### src/rtl/pipe_stall_ctrl.sv
// Stall/flush scheduler for the 5-stage MIPS core: merges hazard, memory and MDU stalls, with a bus watchdog.
// Optional stall performance counter enabled by defining PIPE_STALL_PERF_CNT_EN.
`timescale 1ns/1ps
module pipe_stall_ctrl #(
  parameter int TIMEOUT = 256,
  parameter int WAIT_W  = 16,
  parameter int CNT_W   = 32
) (
  input  logic             clk,
  input  logic             reset_n,
  input  logic             haz_stall,
  input  logic             haz_flushd,
  input  logic             imem_req,
  input  logic             imem_ready,
  input  logic             dmem_req,
  input  logic             dmem_ready,
  input  logic             mdu_start,
  input  logic             mdu_done,
  output logic             stallf,
  output logic             stalld,
  output logic             stalle,
  output logic             stallm,
  output logic             stallw,
  output logic             flushd,
  output logic             flushe,
  output logic             flushm,
  output logic [1:0]       state,
  output logic             timeout,
  output logic [CNT_W-1:0] stall_cnt
);

  typedef enum logic [1:0] {
    RUN      = 2'b00,
    MEM_WAIT = 2'b01,
    MDU_BUSY = 2'b10,
    HALT     = 2'b11
  } state_t;

  state_t            cur_state, next_state;
  logic [WAIT_W-1:0] wait_cnt, next_wait;
  logic              mdu_pend;
  logic              mem_miss;
  logic              freeze;

  assign mem_miss = (imem_req & ~imem_ready) | (dmem_req & ~dmem_ready);
  assign freeze   = mem_miss | (cur_state == MEM_WAIT) | (cur_state == HALT);
  assign state    = cur_state;

  always_ff @(posedge clk or negedge reset_n) begin
    if (!reset_n) begin
      cur_state <= RUN;
      wait_cnt  <= '0;
      mdu_pend  <= 1'b0;
      timeout   <= 1'b0;
    end else begin
      cur_state <= next_state;
      wait_cnt  <= next_wait;
      // Clear wins over set when an operation issues and completes together.
      if (mdu_done)
        mdu_pend <= 1'b0;
      else if (mdu_start && !freeze && cur_state == RUN)
        mdu_pend <= 1'b1;
      if (next_state == HALT)
        timeout <= 1'b1;
    end
  end

  always_comb begin
    next_state = cur_state;
    next_wait  = wait_cnt;
    case (cur_state)
      RUN: begin
        if (mem_miss) begin
          next_state = MEM_WAIT;
          next_wait  = WAIT_W'(1);
        end else if (mdu_start && !mdu_done) begin
          next_state = MDU_BUSY;
        end
      end
      MEM_WAIT: begin
        // The >= compare also covers TIMEOUT=1, where the entry count already exceeds the limit.
        if (mem_miss) begin
          if (wait_cnt >= WAIT_W'(TIMEOUT - 1))
            next_state = HALT;
          else
            next_wait = wait_cnt + WAIT_W'(1);
        end else begin
          next_wait  = '0;
          next_state = (mdu_pend && !mdu_done) ? MDU_BUSY : RUN;
        end
      end
      MDU_BUSY: begin
        if (mem_miss) begin
          next_state = MEM_WAIT;
          next_wait  = WAIT_W'(1);
        end else if (mdu_done) begin
          next_state = RUN;
        end
      end
      default: next_state = HALT;
    endcase
  end

  always_comb begin
    stallf = 1'b0;
    stalld = 1'b0;
    stalle = 1'b0;
    stallm = 1'b0;
    stallw = 1'b0;
    flushd = 1'b0;
    flushe = 1'b0;
    flushm = 1'b0;
    if (freeze) begin
      stallf = 1'b1;
      stalld = 1'b1;
      stalle = 1'b1;
      stallm = 1'b1;
      stallw = 1'b1;
    end else if (cur_state == MDU_BUSY) begin
      stallf = 1'b1;
      stalld = 1'b1;
      stalle = 1'b1;
      flushm = 1'b1;
    end else begin
      stallf = haz_stall;
      stalld = haz_stall;
      flushe = haz_stall;
      flushd = haz_flushd & ~haz_stall;
    end
  end

`ifdef PIPE_STALL_PERF_CNT_EN
  always_ff @(posedge clk or negedge reset_n) begin
    if (!reset_n)
      stall_cnt <= '0;
    else if (stallf && stall_cnt != {CNT_W{1'b1}})
      stall_cnt <= stall_cnt + CNT_W'(1);
  end
`else
  assign stall_cnt = '0;
`endif

endmodule

### config.mk
export PLATFORM = sky130hd
export DESIGN_NAME = pipe_stall_ctrl
export DESIGN_NICKNAME = d
export VERILOG_FILES = /design/src/rtl/pipe_stall_ctrl.sv
export SDC_FILE = /design/constraint.sdc
export NUM_CORES = 1
export LEC_CHECK = 0
export CORE_ASPECT_RATIO = 0.6
export CORE_MARGIN = 2
export CORE_UTILIZATION = 40
export DETAILED_ROUTE_END_ITERATION = 6
export PLACE_DENSITY = 0.81
export SYNTH_ARGS = -nofsm -noshare
export SYNTH_HDL_FRONTEND = slang
export SYNTH_SLANG_ARGS = --single-unit
### constraint.sdc
create_clock -name clk -period 4.8 [get_ports clk]
set_clock_uncertainty 0.2 [all_clocks]
set_input_delay 0.96 -clock clk [delete_from_list [all_inputs] [get_ports clk]]
set_output_delay 0.96 -clock clk [all_outputs]
set_load 0.01 [all_outputs]
==> summary.txt <==
Route
  • Iter 0 DRT Violations: 69
  • WL/cell: around 12 um
  • DRC Markers: 0
  • Via-to-Cell Ratio: between 4 and 5
  • Routed Antenna Nets: 0
  • Routed WL: 2.662 mm
  • Number of vias in the routed layout: roughly 1000
  • First-pass DRT Iterations: 4

Clock network
  • Clock buffer count from CTS: 3
  • Clock-pin slew on the worst setup and hold paths: approximately 80 ps
  • Max H-tree Level: 1
  • CTS max path bufs: 2
  • Hold bufs inserted after CTS: 0
  • CTS Root Cell: clkbuf_8
  • Post-CTS setup buffers: 0
  • Clock sinks: 20
  • Cts repair resizes: 0
  • CTS tree: done
  • Skew-Pair Late Insertion Delay: roughly 260 ps

Global route
  • Number of global-route vias before repair: approximately 900
  • Initial antenna violation count: 0
  • Total GRT Usage: a little over an eighth
  • GRT overflow: 0
  • Pin count of the biggest net entering global routing: 25
  • First-pass GRT wire length: between 4 and 5 mm

Min path
  • Min-delay worst type: flip-flop to flip-flop
  • Min-Delay Startpoint: timeout

Synthesis
  • Top FF cell, synth: dfrtp_1
  • Synth Instances: approximately 160
  • Async S/R FF share, synth: between 90% and 100%
  • Netlist cell types: 39
  • Number of synthesized register bits: 20
  • Post-Syn Area: 0.001418 mm2
  • Number of synthesized flops with an enable pin: 0
  • Synth warn: 0
  • Post-Syn Area per Cell: 8.972 um2
  • Seq/Total Area, Yosys: between 30% and 40%

Outcome
  • Outcome: complete, no violations

Worst setup path
  • WS Path Type: input pin to output pin
  • Worst r2r src: wait_cnt[0]
  • Critical Path Source Type: input pin
  • Worst Setup SP: imem_ready
  • CP Cell Sequence: clkdlybuf4s50_1 > nand2b_1 > nand2_1 > nor3_1 > nand2b_1 > nor2_1 > clkdlybuf4s50_1
  • CP Buf/Inv Count: 2
  • CP Data Required Time: roughly 3600 ps
  • Crit path max-delay family: buffers and inverters
  • Crit. End Element: output pin
  • Crit-path max cell delay: 540 ps
  • Crit path max fanout: 4
  • Data arrival time of the worst path: between 2000 and 3000 ps
  • Worst path slowest cell: clkdlybuf4s50_1

STA
  • Setup_tns: 0 ps
  • Worst-margin pin slew: around 890 ps
  • Max-slew violation count: 0
  • Relative slew slack: about 41%
  • Fmax: roughly 250 MHz
  • Period minus WS final: about 4000 ps
  • Tcrit/Tclk final: between 80 and 90%
  • Fin. Hold Viols: 0
  • RSZ-0062 raised after global routing: no
  • Final setup violation count: 0

Placed design
  • GP Congestion: between 0.8 and 0.9
  • Cell Area, Placed: 0.001509 mm2
  • Post-detail-place hpwl: approximately 2.0 mm
  • Post-Place Cells: roughly 210
  • Port-buffer cells: 20

Final layout
  • Diode count: 0
  • Layout net count: between 150 and 200
  • Syn-to-layout area delta: 10.33%
  • Post-Layout Cell Count: ~220
  • Final Cell Area: 0.001564 mm2
  • Number of fill cells: 322
  • Finished Core Util: ~47%
  • Fraction of layout cells with a size suffix above 1: 8.092%

Floorplan
  • Core ar.: between 0.003 and 0.004 mm2
  • Die area: ~0.0041 mm2
  • Row count: 16
  • Die Height: 50.12 um
  • Die Wd: 80.86 um
  • Starting Density: between 40% and 50%
  • I/O pin cnt: 53

Power
  • Pwr Total: ~0.00055 W
  • VDD IR max: about 200 uV
  • Leakage: between 0.7 and 0.8 nW
  • Power Density: about 350 mW/mm2

Flow run
  • Max_cap viols: 0
-- worst paths after layout --
check	end	slack, ps	cells after the start
worst max-delay path	flushd	870	7
worst min-delay path	timeout	270	1
worst max register to register	wait_cnt[11]	2500	6
worst min register to register	timeout	270	1
max in group asynchronous	wait_cnt[11]	2850	1
min in group asynchronous	wait_cnt[3]	1000	1
-- registers in the layout (all words and copies together), names as in the netlist --
| register | count |
|---|---|
| mdu_pend | 1 |
| state | 2 |
| timeout | 1 |
| wait_cnt | 16 |
-- cells by family after synthesis --
kind of cell	Yosys count	share of synthesized area [%]
AOI/OAI and AO/OA	27	14.30
muxes	2	1.500
DFF	20	35.30
and+or+nand+nor	62	26.30
adders and majority gates	1	0.8825
buffers and inverters	45	21.45
other	1	0.2645
-- power breakdown --
| part | switching [W] | internal, W | leakage, nW |
|---|---|---|---|
| clock | 0.0000563 | 0.0000730 | 0.0288 |
| combinational | 0.000101 | 0.0000852 | 0.439 |
| sequential | 0.0000467 | 0.000186 | 0.266 |
-- cells in the final DEF, fill, tap and decap left out, types with 2 or more instances in the layout --
| cell | count |
|---|---|
| and2_1 | 10 |
| nand2_1 | 9 |
| nor2_1 | 10 |
| and3b_1 | 2 |
| o2111ai_1 | 4 |
| inv_1 | 4 |
| clkdlybuf4s50_1 | 20 |
| clkbuf_8 | 4 |
| o211ai_2 | 2 |
| dfrtp_1 | 20 |
| o21ai_0 | 6 |
| a21o_1 | 2 |
| nand4_1 | 3 |
| conb_1 | 32 |
| a21oi_1 | 8 |
| nand2b_1 | 4 |
| nand3_1 | 11 |
| and3_1 | 2 |
-- synthesized netlist by cell type (2+ instances only) --
library cell  number  area, um2
buf_4             34      255.2
inv_1              4      15.01
and3b_1            2      17.52
o2111ai_1          4      35.03
nand2_1            9      33.78
o211ai_2           2      25.02
and3_1             2      12.51
dfrtp_1           20      500.5
and2_1            10      62.56
o21ai_0            6      30.03
nand3_1           11      55.05
a21o_1             2      15.01
clkbuf_1           5      18.77
nand2b_1           4      25.02
a21oi_1            8      40.04
nor2_1            10      37.54
nand4_1            3      18.77
-- per-layer routing --
layer  GRT usage (%)  up-vias  wire length (um)
li1                -      517                 -
met1           20.59      474              1312
met2           18.73       44              1097
met3           5.128        2               241
met4           2.542        0                11
met5               0        -                 0
-- cell type report --
class	instances	area (um2)	area share (%)
multi-input cells	124	729.5	46.64
flip-flops and latches	20	500.5	32.00
repair buffers	21	207.7	13.28
well taps	45	56.30	3.600
clock buffers	4	55.05	3.520
inverters	4	15.01	0.9600
-- per-stage QoR --
stage          hold slack, ps  setup WS, ps
6_report                268.0         874.8
3_3_place_gp            240.4         959.1
2_1_floorplan           262.8          1816
5_1_grt                 301.1         691.4
3_5_place_dp            245.1         830.1
4_1_cts                 267.3         821.7
No activity file was read; power rests on OpenSTA's default activity.
